$ cat src/rtl/onehot_rr_bus_arbiter.sv
// N-master bus arbiter. The FSM is one-hot: IDLE, ARB, and one MSTR state per master.
// Requests and grants are active-low. Priority is fixed or round-robin, and an optional
// hold timeout forces the current owner off the bus while other masters are waiting.
module onehot_rr_bus_arbiter #(
    parameter int NMASTER = 4,
    parameter int RR_MODE = 1,
    parameter int TIMEOUT = 16,
    localparam int OW     = $clog2(NMASTER)
) (
    input  logic                 clk,
    input  logic                 rst_n,
    input  logic [NMASTER-1:0]   nreq,
    input  logic                 done,
    output logic [NMASTER+1:0]   state,
    output logic [NMASTER-1:0]   ngnt,
    output logic [OW-1:0]        owner,
    output logic                 tmo
);

    localparam logic [NMASTER+1:0] S_IDLE = (NMASTER+2)'(1);
    localparam logic [NMASTER+1:0] S_ARB  = (NMASTER+2)'(2);
    localparam logic [7:0]         TO_SAT = 8'(TIMEOUT);
    localparam logic [7:0]         TO_HIT = 8'(TIMEOUT - 1);

    logic [NMASTER+1:0] r_state;
    logic [OW-1:0]      r_owner;
    logic [OW-1:0]      r_ptr;
    logic [7:0]         r_cnt;
    logic               r_tmo;

    logic [NMASTER-1:0] w_req;
    logic               w_any;
    logic               w_others;
    logic               w_own_rel;
    logic               w_found;
    logic [OW-1:0]      w_win;

    assign w_req     = ~nreq;
    assign w_any     = |w_req;
    assign w_others  = |(w_req & ~(NMASTER'(1) << r_owner));
    assign w_own_rel = nreq[r_owner];

    // Winner selection: in round-robin mode scan upward from ptr+1 and wrap; otherwise lowest index wins
    always_comb begin
        w_win   = '0;
        w_found = 1'b0;
        if (RR_MODE != 0) begin
            for (int k = 1; k <= NMASTER; k++) begin
                if (!w_found && w_req[OW'((int'(r_ptr) + k) % NMASTER)]) begin
                    w_found = 1'b1;
                    w_win   = OW'((int'(r_ptr) + k) % NMASTER);
                end
            end
        end else begin
            for (int k = NMASTER - 1; k >= 0; k--) begin
                if (w_req[k]) w_win = OW'(k);
            end
        end
    end

    // FSM, owner/pointer tracking, hold counter and timeout pulse
    always_ff @(posedge clk) begin
        if (!rst_n) begin
            r_state <= S_IDLE;
            r_owner <= '0;
            r_ptr   <= OW'(NMASTER - 1);
            r_cnt   <= '0;
            r_tmo   <= 1'b0;
        end else begin
            r_tmo <= 1'b0;
            if (r_state[0]) begin
                if (w_any) r_state <= S_ARB;
            end else if (r_state[1]) begin
                if (!w_any) begin
                    r_state <= S_IDLE;
                end else if (done) begin
                    r_state <= (NMASTER+2)'(1) << (int'(w_win) + 2);
                    r_owner <= w_win;
                    r_ptr   <= w_win;
                    r_cnt   <= '0;
                end
            end else begin
                // Own release beats a coincident timeout, so tmo stays low in that case
                if (w_own_rel) begin
                    r_state <= w_others ? S_ARB : S_IDLE;
                end else if (TIMEOUT != 0 && r_cnt == TO_HIT && w_others) begin
                    r_state <= S_ARB;
                    r_tmo   <= 1'b1;
                end else if (w_others && r_cnt < TO_SAT) begin
                    r_cnt <= r_cnt + 8'd1;
                end
            end
        end
    end

    assign state = r_state;
    assign ngnt  = ~r_state[NMASTER+1:2];
    assign owner = r_owner;
    assign tmo   = r_tmo;

endmodule

$ cat config.mk
export PLATFORM = sky130hd
export DESIGN_NAME = onehot_rr_bus_arbiter
export DESIGN_NICKNAME = d
export VERILOG_FILES = /design/src/rtl/onehot_rr_bus_arbiter.sv
export SDC_FILE = /design/constraint.sdc
export NUM_CORES = 1
export LEC_CHECK = 0
export BUFFER_PORTS_ARGS = -buffer_cell sky130_fd_sc_hd__buf_2
export CAP_MARGIN = 20
export CORE_UTILIZATION = 45
export CTS_BUF_LIST = sky130_fd_sc_hd__clkbuf_16
export DETAILED_ROUTE_END_ITERATION = 6
export PLACE_DENSITY = 0.75
export SLEW_MARGIN = 30
export SYNTH_ARGS = -nofsm -noshare
export SYNTH_HDL_FRONTEND = slang
export SYNTH_SLANG_ARGS = --single-unit
$ cat constraint.sdc
create_clock -name clk -period 1.64 [get_ports clk]
set_input_delay 0.164 -clock clk [delete_from_list [all_inputs] [get_ports clk]]
set_output_delay 0.164 -clock clk [all_outputs]
set_load 0.02 [all_outputs]
==> results.json <==
{
  "run_status": "complete, but fails checks",
  "violations": "setup timing",
  "period_share_pct": 113.6,
  "dr.pass1.iters": 4,
  "synth.area.top_cells": "dfxtp_1 (42%), nand2_1 (5.4%), and3_1 (4.8%), nor2_1 (4.1%), o32ai_1 (3.9%)",
  "cts.sinks": 19,
  "skew_ns": 0.002396,
  "grt_setup_unrepaired": "true",
  "synthArstFlopShare_pct": 0,
  "first_global_vias": 891,
  "synth_cell_type_count": 33,
  "ctsLongestPathBuffers": 2,
  "dp_worst_setup_slack_ns": -0.1307,
  "dp_hpwl_mm": 1.579,
  "cts_hold_buffers": 0,
  "via_per_inst": 5.690,
  "antenna_found_initial": 0,
  "power.density_mw_per_mm2": 885.2,
  "drive_gt1_share_pct": 40.94,
  "wl_mm": 2.926,
  "ys_top_cells_by_count": "dfxtp_1 (19), nand2_1 (13), nor2_1 (10)",
  "post-route-util_pct": 75.69,
  "synth_top_cell_area_share_pct": 42.05,
  "start_util_pct": 50.21,
  "cp_max_fo": 3,
  "crit_arrival_ns": 1.99,
  "slew_violations": 0,
  "drt_iter0_drc": 37,
  "multi_input_area_um2": 568.0,
  "setup_slack_ns": -0.2228,
  "drtAntennaViolNets": 0,
  "synth_top_area_cell": "dfxtp_1",
  "maxCapViolCount": 0,
  "yosysWarnings": 0,
  "h-tree-depth": 1,
  "core_mm2": 0.001802,
  "start_kind": "flip-flop",
  "rows": 15,
  "die_height_um": 46.84,
  "power.leakage_uw": 0.0006193,
  "seq_area_um2": 384.1,
  "finalNonFillerCells": 174,
  "critPathKind": "flip-flop to flip-flop",
  "dp.cells": 166,
  "avgSynthCellArea_um2": 8.534,
  "synth-seq-cells": 19,
  "crit_path_cell_trace": "or4_4 -> a31oi_4 -> buf_4 -> nand3_2 -> buf_6 -> o21ai_0 -> a21oi_1",
  "critical_path_required_ns": 1.77,
  "crit_family": "simple AND/OR/NAND/NOR gates",
  "insertion_delay_ns": 0.25,
  "layout_min_cycle_time_ns": 1.863,
  "syn-num-nets": 114,
  "fin_nets": 158,
  "tightest_slew_ns": 0.3253,
  "n_antenna_cell": 0,
  "grt-ovfl-total": 0,
  "max_freq_mhz": 536.8,
  "finalPower_uw": 1207,
  "io_buffers": 19,
  "via_count": 990,
  "dieArea_mm2": 0.002194,
  "gp_congestion": 0.8546,
  "numCtsBuffers": 3,
  "grt_max_degree": 18,
  "fillers": 124,
  "slowest_stage": "or4_4",
  "ir_drop_mv": 0.6599,
  "hold_class": "input port to flip-flop",
  "root_buffer": "clkbuf_16",
  "syn_area_um2": 904.6,
  "hold_violations": 0,
  "grt_use_total_pct": 24.64,
  "grt_pass1_wl_mm": 3.753,
  "area.growth.synth_to_final_pct": 50.76,
  "wl_per_cell_um": 16.82,
  "synth-seq-area-share_pct": 42.05,
  "max_stage_delay_ns": 0.55,
  "drcViolationCount": 0,
  "ios": 20,
  "max_slew_margin_pct": 78.28,
  "cts_tree": "yes",
  "synth_edf_count": 0,
  "endpoint_kind": "flip-flop",
  "yosys_most_used_dff": "dfxtp_1",
  "crit_buf_inv": 2,
  "clk_pin_slew_ns": 0.05,
  "finalSetupViolations": 9,
  "syn_inst": 106,
  "die_w_um": 46.84,
  "synth.most_common_cell": "dfxtp_1"
}
## path summary, 6_finish.rpt
path	endpoint	cells past startpoint	startpoint	slack [ns]
worst max-delay path	r_cnt[3]$_SDFFE_PN0P_	7	r_cnt[6]$_SDFFE_PN0P_	-0.22
worst min-delay path	r_ptr[0]$_SDFFE_PN1P_	2	rst_n	0.26
worst max register to register	r_cnt[3]$_SDFFE_PN0P_	7	r_cnt[6]$_SDFFE_PN0P_	-0.22
worst min register to register	state[4]$_SDFFE_PN0P_	2	state[4]$_SDFFE_PN0P_	0.48
## worst register-to-register path: cells and delay by family (launching register included)
kind,cells,cell delay [ns]
simple gates,2,0.62
buf+inv,2,0.29
flops,1,0.30
compound gates,3,0.52
## sequential cells by signal, summed over array words and instances (netlist names)
signal and flops:
r_cnt 8, r_ptr 2, owner 2, tmo 1, state 6
## cells in the final DEF (no fill, tap or decap), types with 3 or more instances in the layout
master	instances
inv_1	9
buf_6	3
buf_4	19
clkbuf_16	3
nor2_1	10
nand2_1	12
o21ai_0	6
buf_2	19
and3_1	7
a21oi_1	3
nand3_1	4
o32ai_2	3
dfxtp_1	18
## area by class of cell
cell class | instances | share of cell area, %
repair buffers | 41 | 19.91
inverters | 8 | 2.202
clock buffers | 3 | 5.505
well taps | 25 | 2.294
clock inverters | 1 | 0.2752
flip-flops and latches | 19 | 28.17
multi-input cells | 77 | 41.65
## power by group
group	leakage, uW	internal (uW)	switching [uW]
Sequential	0.000155	477	20.9
Combinational	0.000422	102	121
Clock	0.0000423	324	164
## cells by family after synthesis
kind of cell,share of synthesized area [%]
xor+xnor,1.937
mux,6.085
fa+ha+maj,1.383
buf+inv,4.150
flops,42.05
compound gates,16.18
simple gates,28.22
## routing by layer
layer  wire [um]  up-vias  share of wire, %  GRT usage (%)
li1            -      465                 -              -
met2        1526       41                52          42.50
met1        1195      474                41          30.07
met3         145       10               5.0          4.615
met4          59        0               2.0          10.29
met5           0        -                 0              0
## stage by stage
step	instance area (um^2)	hold slack (ns)	TNS, ns
2_1_floorplan	908.4	0.2465	-0.6283
3_3_place_gp	1162	0.4581	-0.5026
3_5_place_dp	1162	0.4585	-0.7555
4_1_cts	1267	0.2419	-0.9457
5_1_grt	1364	0.2728	-1.612
6_report	1364	0.2590	-1.108
## what timing repair did
item | CTS | global route
resized for setup | 2 | 15
setup buffers | 2 | 2
pin swaps | 5 | 1
endpoints found under the setup margin | 9 | 11
(Power assumes the default switching activity.)
